$ cat config.mk
export PLATFORM = sky130hd
export DESIGN_NAME = dcache_wr_buf
export DESIGN_NICKNAME = d
export VERILOG_FILES = /design/src/rtl/cache_pkg.sv /design/src/rtl/sync_fifo.sv /design/src/rtl/dcache_wr_buf.sv
export SDC_FILE = /design/constraint.sdc
export NUM_CORES = 2
export LEC_CHECK = 0
export ABC_AREA = 0
export CAP_MARGIN = 20
export CORE_UTILIZATION = 45
export DETAILED_ROUTE_END_ITERATION = 8
export PLACE_DENSITY = 0.68
export SLEW_MARGIN = 20
export SYNTH_ARGS = -nofsm -noshare
export SYNTH_HDL_FRONTEND = slang
export SYNTH_SLANG_ARGS = --single-unit
$ cat constraint.sdc
create_clock -name clock -period 3.3 [get_ports clock]
set_input_delay 0.66 -clock clock [delete_from_list [all_inputs] [get_ports clock]]
set_output_delay 0.66 -clock clock [all_outputs]
set_load 0.01 [all_outputs]
$ cat src/rtl/cache_pkg.sv
// Shared dcache-side encodings and the posted-write entry layout.
package cache_pkg;

  // Access type encodings shared by the read and write request ports
  localparam logic [2:0] TYPE_BYTE = 3'b000;
  localparam logic [2:0] TYPE_HALF = 3'b001;
  localparam logic [2:0] TYPE_WORD = 3'b010;
  localparam logic [2:0] TYPE_LINE = 3'b100;

  localparam int LINE_BYTES = 16;
  localparam int WR_ENTRY_W = 167;

  // One buffered write; first field lands in the MSBs
  typedef struct packed {
    logic [2:0]   wtype;
    logic [31:0]  addr;
    logic [3:0]   wstrb;
    logic [127:0] data;
  } wr_entry_t;

  // Bit position of addr[0] inside a packed wr_entry_t
  localparam int ENTRY_ADDR_LSB = 132;

  function automatic logic is_line(input logic [2:0] t);
    return (t == TYPE_LINE);
  endfunction

endpackage

$ cat src/rtl/sync_fifo.sv
// Circular FIFO that also exposes per-slot valid bits and a key slice of
// every slot, so the owner can compare incoming requests against all
// pending entries.
module sync_fifo #(
  parameter int WIDTH   = 8,
  parameter int DEPTH   = 4,
  parameter int KEY_LSB = 0,
  parameter int KEY_W   = WIDTH,
  localparam int PTR_W  = $clog2(DEPTH),
  localparam int CNT_W  = $clog2(DEPTH + 1)
) (
  input  logic                        clock,
  input  logic                        reset,
  input  logic                        push,
  input  logic [WIDTH-1:0]            push_data,
  input  logic                        pop,
  output logic [WIDTH-1:0]            head_data,
  output logic [CNT_W-1:0]            count,
  output logic [DEPTH-1:0]            slot_valid,
  output logic [DEPTH-1:0][KEY_W-1:0] slot_key
);

  logic [DEPTH-1:0][WIDTH-1:0] mem;
  logic [PTR_W-1:0]            head;
  logic [PTR_W-1:0]            tail;

  // Storage, pointer and occupancy update; callers never push when full
  // nor pop when empty, so push and pop never touch the same slot.
  always_ff @(posedge clock) begin
    if (reset) begin
      mem        <= {(DEPTH*WIDTH){1'b0}};
      slot_valid <= {DEPTH{1'b0}};
      head       <= {PTR_W{1'b0}};
      tail       <= {PTR_W{1'b0}};
      count      <= {CNT_W{1'b0}};
    end else begin
      if (push) begin
        mem[tail]        <= push_data;
        slot_valid[tail] <= 1'b1;
        tail             <= tail + 1'b1;
      end
      if (pop) begin
        slot_valid[head] <= 1'b0;
        head             <= head + 1'b1;
      end
      case ({push, pop})
        2'b10:   count <= count + 1'b1;
        2'b01:   count <= count - 1'b1;
        default: count <= count;
      endcase
    end
  end

  assign head_data = mem[head];

  // Extract the compare key of every slot
  always_comb begin
    slot_key = {(DEPTH*KEY_W){1'b0}};
    for (int i = 0; i < DEPTH; i++) begin
      slot_key[i] = mem[i][KEY_LSB +: KEY_W];
    end
  end

endmodule

$ cat src/rtl/dcache_wr_buf.sv
// Posted-write buffer between the dcache and the AXI bridge. Writes are
// queued and drained in order; reads pass straight through unless they
// would overtake a pending write to the same line, or are uncached while
// any write is still pending.
module dcache_wr_buf
  import cache_pkg::*;
#(
  parameter int DEPTH     = 4,
  parameter int MATCH_LSB = $clog2(LINE_BYTES)
) (
  input  logic         clock,
  input  logic         reset,
  input  logic         up_rd_req,
  input  logic [2:0]   up_rd_type,
  input  logic [31:0]  up_rd_addr,
  output logic         up_rd_rdy,
  output logic         dn_rd_req,
  output logic [2:0]   dn_rd_type,
  output logic [31:0]  dn_rd_addr,
  input  logic         dn_rd_rdy,
  input  logic         up_wr_req,
  input  logic [2:0]   up_wr_type,
  input  logic [31:0]  up_wr_addr,
  input  logic [3:0]   up_wr_wstrb,
  input  logic [127:0] up_wr_data,
  output logic         up_wr_rdy,
  output logic         dn_wr_req,
  output logic [2:0]   dn_wr_type,
  output logic [31:0]  dn_wr_addr,
  output logic [3:0]   dn_wr_wstrb,
  output logic [127:0] dn_wr_data,
  input  logic         dn_wr_rdy,
  output logic         write_buffer_empty
);

  localparam int CNT_W = $clog2(DEPTH + 1);
  localparam int KEY_W = 32 - MATCH_LSB;

  wr_entry_t                   push_entry;
  wr_entry_t                   head_entry;
  logic [CNT_W-1:0]            count;
  logic [DEPTH-1:0]            slot_valid;
  logic [DEPTH-1:0][KEY_W-1:0] slot_key;
  logic [KEY_W-1:0]            rd_key;
  logic                        push_acc;
  logic                        pop_acc;
  logic                        buf_hit;
  logic                        order_hit;
  logic                        push_hit;
  logic                        hazard;

  // Full blocks pushes even when a pop happens in the same cycle
  assign up_wr_rdy          = (count != CNT_W'(DEPTH));
  assign push_acc           = up_wr_req && up_wr_rdy;
  assign dn_wr_req          = (count != CNT_W'(0));
  assign pop_acc            = dn_wr_req && dn_wr_rdy;
  assign write_buffer_empty = (count == CNT_W'(0));

  assign push_entry = '{wtype: up_wr_type, addr: up_wr_addr,
                        wstrb: up_wr_wstrb, data: up_wr_data};

  sync_fifo #(
    .WIDTH   (WR_ENTRY_W),
    .DEPTH   (DEPTH),
    .KEY_LSB (ENTRY_ADDR_LSB + MATCH_LSB),
    .KEY_W   (KEY_W)
  ) u_fifo (
    .clock      (clock),
    .reset      (reset),
    .push       (push_acc),
    .push_data  (push_entry),
    .pop        (pop_acc),
    .head_data  (head_entry),
    .count      (count),
    .slot_valid (slot_valid),
    .slot_key   (slot_key)
  );

  // Head entry drives the bridge directly from storage
  assign dn_wr_type  = head_entry.wtype;
  assign dn_wr_addr  = head_entry.addr;
  assign dn_wr_wstrb = head_entry.wstrb;
  assign dn_wr_data  = head_entry.data;

  assign rd_key = up_rd_addr[31:MATCH_LSB];

  // Same-line match against every pending entry
  always_comb begin
    buf_hit = 1'b0;
    for (int i = 0; i < DEPTH; i++) begin
      buf_hit = buf_hit | (slot_valid[i] && (slot_key[i] == rd_key));
    end
  end

  // Uncached reads stay strictly behind all pending writes; a write being
  // accepted this cycle counts as pending for both rules.
  assign order_hit = !is_line(up_rd_type) && dn_wr_req;
  assign push_hit  = push_acc &&
                     ((up_wr_addr[31:MATCH_LSB] == rd_key) || !is_line(up_rd_type));
  assign hazard    = buf_hit | order_hit | push_hit;

  assign dn_rd_req  = up_rd_req && !hazard;
  assign up_rd_rdy  = dn_rd_rdy && !hazard;
  assign dn_rd_type = up_rd_type;
  assign dn_rd_addr = up_rd_addr;

endmodule

; ---- After elaboration in Yosys (flattened, before gate mapping)
; Index checks and enable logic that the tools add are counted.
; Widths: inputs -> output; s select.
[word_totals]
regBits = 679
input_bits = 208
out_inout_bits = 207
word_cells = 64
[op_classes]
n_addsub = 4
n_lt_le_gt_ge = 4
n_eq_ne = 9
muxes = 13
n_bitwise = 8
n_reduce_logical = 18
[ops]
columns = cell, n
row1 = $bwmux 668, 1
row2 = $bmux 167 s2, 1
row3 = $demux 167 s2, 1
row4 = $mux 167, 2
row5 = $eq 28x28->1, 5
row6 = $logic_and 1x1->1, 12
row7 = $mux 4, 3
row8 = $lt 2x3->1 const B, 2
row9 = $pmux 3 s2, 1
row10 = $or 1x1->1, 5
row11 = $add 2x1->2 const B, 2
row12 = $and 4x4->4, 1
row13 = $demux 1 s2, 2
row14 = $ge 2x1->1 const B, 2
row15 = $not 4->4, 1
row16 = $or 4x4->4, 1
row17 = $add 3x1->3 const B, 1
row18 = $eq 3x3->1 const B, 1
row19 = $logic_not 3->1, 1
row20 = $ne 3x3->1 const B, 1
row21 = $reduce_bool 3->1, 1
row22 = $sub 3x1->3 const B, 1
row23 = $eq 2x1->1 const B, 1
row24 = $eq 2x2->1 const B, 1
row25 = 4 further kinds, 6

; ---- Depth between registers and ports, before layout
[logic_depth]
depth_word = 9
depth_mapped = 10
depth_no_buf = 9

; ---- Cells and area by module
; Synthesis repeated with hierarchy kept, for this count alone.
[hier_totals]
hier_cells = 3539
area_unflattened_um2 = 30545.5
[by_module_without_submodules]
columns = mod, instances, cells_per_inst, area_each_um2, seq_area_each_um2
row1 = sync_fifo, 1, 3273, 28448.5, 13593.0
row2 = dcache_wr_buf, 1, 266, 2097.0, 0.0

; ---- Worst setup path after synthesis
; Ideal clock, no wire load.
[synth_path]
path_kind = input to output
from = input up_rd_addr[4]
to = output dn_rd_req
arrival_ns = 1.979
required_ns = 2.640
setup_slack_ns = 0.661
path_stages = 7
n_path_buf = 1
cell_sequence = clkbuf_1 -> xor2_1 -> a2111o_1 -> a2111oi_0 -> a32oi_1 -> nand4_1 -> nor2_1
[synth_between]
elab_chain_cells = 9
word_cells_on_any_way = 18
classes_between = 5 x eq/ne / 5 x bitwise / 8 x reduce/logical
[synth_lines]
columns = item, line_no
row1 = "start, declared", dcache_wr_buf.sv:15  ; input logic [31:0] up_rd_addr,
row2 = $eq 28x28->1, dcache_wr_buf.sv:91  ; buf_hit = buf_hit | (slot_valid[i] && (slot_key[i] == rd_key));
row3 = $logic_and 1x1->1, dcache_wr_buf.sv:91
row4 = $or 1x1->1 (3 in series), dcache_wr_buf.sv:91
row5 = $or 1x1->1, dcache_wr_buf.sv:100  ; assign hazard = buf_hit | order_hit | push_hit;
row6 = $or 1x1->1 (*), dcache_wr_buf.sv:100
row7 = $logic_not 1->1 (*), dcache_wr_buf.sv:102  ; assign dn_rd_req = up_rd_req && !hazard;
row8 = $logic_and 1x1->1 (*), dcache_wr_buf.sv:102
row9 = "end, declared", dcache_wr_buf.sv:17  ; output logic dn_rd_req,
; Mark *: on every way between the ends. The rest lies on a longest branch, timed or not.

; ---- Worst setup path after layout
[layout_path]
from = input up_rd_addr[21]
to = output up_rd_rdy
[layout_between]
elab_chain_cells = 9
word_cells_on_any_way = 18
classes_between = 5 x eq/ne / 5 x bitwise / 8 x reduce/logical
[layout_lines]
columns = item, line_no
row1 = $eq 28x28->1, dcache_wr_buf.sv:91
row2 = $logic_and 1x1->1, dcache_wr_buf.sv:91
row3 = $or 1x1->1 (3 in series), dcache_wr_buf.sv:91
row4 = $or 1x1->1, dcache_wr_buf.sv:100
row5 = $or 1x1->1 (*), dcache_wr_buf.sv:100
row6 = $logic_not 1->1 (*), dcache_wr_buf.sv:103  ; assign up_rd_rdy = dn_rd_rdy && !hazard;
row7 = $logic_and 1x1->1 (*), dcache_wr_buf.sv:103
row8 = "end, declared", dcache_wr_buf.sv:16  ; output logic up_rd_rdy,
; Marked as above.

==> results.py <==
metrics = {
    "sta": {
        "layout_worst_path_cycle_share": 0.987,
        "finalCriticalPeriod_ns": 3.26,
        "timing.fmax_ghz": 0.307,
        "finalHoldViolCount": 0,
        "timing_worst_slew_pin_value_ns": 0.660,
        "unrepaired_setup_endpoints_after_global_routing": "no",
        "final.setup.tns_ns": 0,
        "worst_hold_slack_ns": 0.450,
        "max-slew-margin-rel": 0.560,
        "final_slew_violations": 0,
        "setup_viol": 0,
        "clock_skew_ns": 0.0300,
    },
    "critical_path": {
        "timing.critical_path.arrival_ns": 2.60,
        "number_of_cell_instances_on_the_worst_register_to_register_path": 10,
        "critPathRequiredTime_ns": 2.64,
        "critical_path.startpoint_type": "input port",
        "path_max_fanout": 4,
        "critical-path-max-stage-delay_ns": 0.60,
        "path_delay_family": "buffers and inverters",
        "timing_worst_setup_path_type": "in -> out",
        "cp_common_cell": "nand4_1",
        "critical_path.cell_chain": "clkdlybuf4s50_1, buf_4, xnor2_1, nand4_1, nor4_1, a21oi_1, nand4_1, nor2_1, clkdlybuf4s15_2",
        "ff2ff_setup_slack_ns": 0.88,
        "worst-path-buf-inv": 3,
        "worst-path-stages": 9,
        "cp-end-kind": "output pin",
        "critical-path-slowest-cell": "clkdlybuf4s50_1",
    },
    "cells_and_area": {
        "finalNonFillerCells": 4659,
        "fillCellCount": 5832,
        "finish.utilization": 0.575,
        "layout_common_cells": "nand2_1, dfxtp_1, a21oi_1",
        "layout_commonest_cell": "nand2_1",
        "flow.area_growth_from_synthesis_pct": 25.7,
        "fin_nets": 3961,
        "drive_gt1_frac": 0.122,
    },
    "power_and_ir_drop": {
        "seq_power_share": 0.382,
        "power.switching_mw": 7.34,
        "p_clk_frac": 0.344,
        "p_leak_nw": 12.7,
        "vdd_ir_max_mv": 0.414,
        "power.density_mw_per_mm2": 654,
        "fin_total_pwr_mw": 24.3,
        "share_comb_of_total_power": 0.274,
        "power.internal_mw": 17.0,
        "p_sw_frac": 0.302,
    },
    "synth": {
        "ys_ff_latch": 679,
        "synth.area.top_cells": "dfxtp_1, nand2_1, mux4_2",
        "netlist-cell-type-count": 38,
        "synth_top_cell_area_share": 0.459,
        "synthesis.yosys.warnings": 0,
        "synth_edf_count": 0,
        "synth.yosys.seq_area_share": 0.459,
        "syn-num-nets": 3656,
        "synth_top_cell_by_area": "dfxtp_1",
        "synthesis.area_per_instance_um2": 8.61,
        "ys_async_sr_fraction": 0,
        "syn-instance-count": 3438,
        "netlist_area_mm2": 0.0296,
        "postSynth.topFlopCell": "dfxtp_1",
    },
    "floorplan": {
        "core.rowCount": 93,
        "dieWidth_um": 258,
        "coreArea_mm2": 0.0647,
        "io-pin-count": 415,
        "dieArea_mm2": 0.0668,
        "fp.dieH_um": 258,
        "initial_cell_density_of_the_core": 0.457,
    },
    "clocking": {
        "cts-htree-levels": 3,
        "clk-insertion-delay-late_ns": 0.61,
        "cts.path.max_buffers": 3,
        "clock_tree_from_tritoncts": "yes",
        "clkSlewWorstSetupHoldPaths_ns": 0.05,
        "ctsHoldBuffers": 0,
        "cts_num_sinks": 679,
        "clock_tree.root_cell": "clkbuf_16",
        "cts_inserted_buffers": 74,
    },
    "hold_path": {
        "worst_hold_path.num_cells": 2,
        "worstHoldPathType": "reg -> reg",
    },
    "routing": {
        "drc": 0,
        "drt-wirelength-per-cell_um": 19.6,
        "detail_route.wirelength_um": 91500,
        "drtAntennaViolNets": 0,
        "detailedRoute.firstIterationViolations": 1992,
        "drt_pass1_iterations": 5,
        "route.vias.total": 25176,
        "detail_route.vias_per_cell": 5.40,
    },
    "grt": {
        "grt_first_pass_wirelength_um": 143000,
        "grt_overflow": 0,
        "initial_antenna_violation_count": 7,
        "grt_use_total": 0.270,
        "pin_count_of_the_biggest_net_entering_global_routing": 94,
        "grt_pass1_vias": 24526,
    },
    "place": {
        "place_hpwl_um": 57700,
        "post-place-cells": 4510,
        "port_buffers": 406,
        "gpl_congestion": 0.959,
    },
    "run": {
        "max-cap-violations": 0,
    },
    "outcome": {
        "outcome": "completed",
    },
}
## cell type report
class	count	area [µm²]	share of cell area
Clock buffer	109	2200	0.0590
Sequential cell	679	13600	0.366
Inverter	20	75.1	0.00202
Multi-Input combinational cell	2412	14200	0.381
Timing Repair Buffer	556	5780	0.155
Tap cell	855	1070	0.0288
Clock inverter	24	282	0.00757
Antenna cell	4	10.0	0.000269
## path summary, 6_finish.rpt
| check | startpoint | end |
|---|---|---|
| max | up_rd_addr[21] | up_rd_rdy |
| min | u_fifo.mem[261] | u_fifo.mem[261] |
| max reg2reg | u_fifo.count[0] | u_fifo.count[2] |
| min reg2reg | u_fifo.mem[261] | u_fifo.mem[261] |
## stage by stage
step	worst slack, ns	area (µm²)
after CTS	-0.00466	37000
after global placement	-0.544	34500
after global routing	0.000890	37200
after floorplan	0.661	29600
final	0.0417	37200
after detailed placement	-0.439	34500
## what timing repair did
item                       4_1_cts  5_1_grt
pin swaps                        6        8
resized for setup               20       32
buffers inserted                 6        6
cloned                           0        0
setup endpoints to repair      108       17
## Yosys cell counts (all sizes together) (2+ instances only)
master      n
inv        20
a21oi     672
xor2       17
nor4       11
nand3       3
nor2       13
mux4      167
xnor2     119
ha          9
clkbuf    166
nor2b       2
nand2    1344
o21ai       2
and3        4
o221ai      2
o22ai       2
buf       161
a211oi      3
nand4      29
a2111oi     2
dfxtp     679
## worst min-delay path, stage by stage, from the launching register on
cell	delay [ns]
dfxtp_1	0.30
nand2_1	0.05
a21oi_1	0.05
## logic make-up after synthesis
logic type | synth area share
AO/OA/AOI/OAI | 0.118
XOR/XNOR | 0.0403
adder cells (fa/ha/maj) | 0.00448
buffers and inverters | 0.0662
flip-flops | 0.459
multiplexers | 0.127
AND/OR/NAND/NOR | 0.184
## layer usage
layer,vias to the layer above,global-route usage,routed length (µm)
li1,12029,-,-
met1,12130,0.364,39100
met2,855,0.438,43300
met3,154,0.0544,6880
met4,8,0.0823,2220
met5,-,0,53
## state kept, by name, summed over array words and instances (netlist names)
register,cells
u_fifo.head,2
u_fifo.count,3
u_fifo.tail,2
u_fifo.slot_key,112
u_fifo.slot_valid,4
u_fifo.mem,556
## power by group through the flow
| stage | clock, mW | sequential (mW) | combinational (mW) |
|---|---|---|---|
| 3_5_place_dp | 0 | 9.46 | 6.58 |
| 3_3_place_gp | 0 | 9.44 | 6.54 |
| 2_1_floorplan | 0 | 9.25 | 4.03 |
| 4_1_cts | 8.52 | 9.27 | 6.70 |
| 5_1_grt | 8.84 | 9.36 | 7.18 |
| 6_report | 8.36 | 9.29 | 6.67 |
No activity file was read; power rests on OpenSTA's default activity.
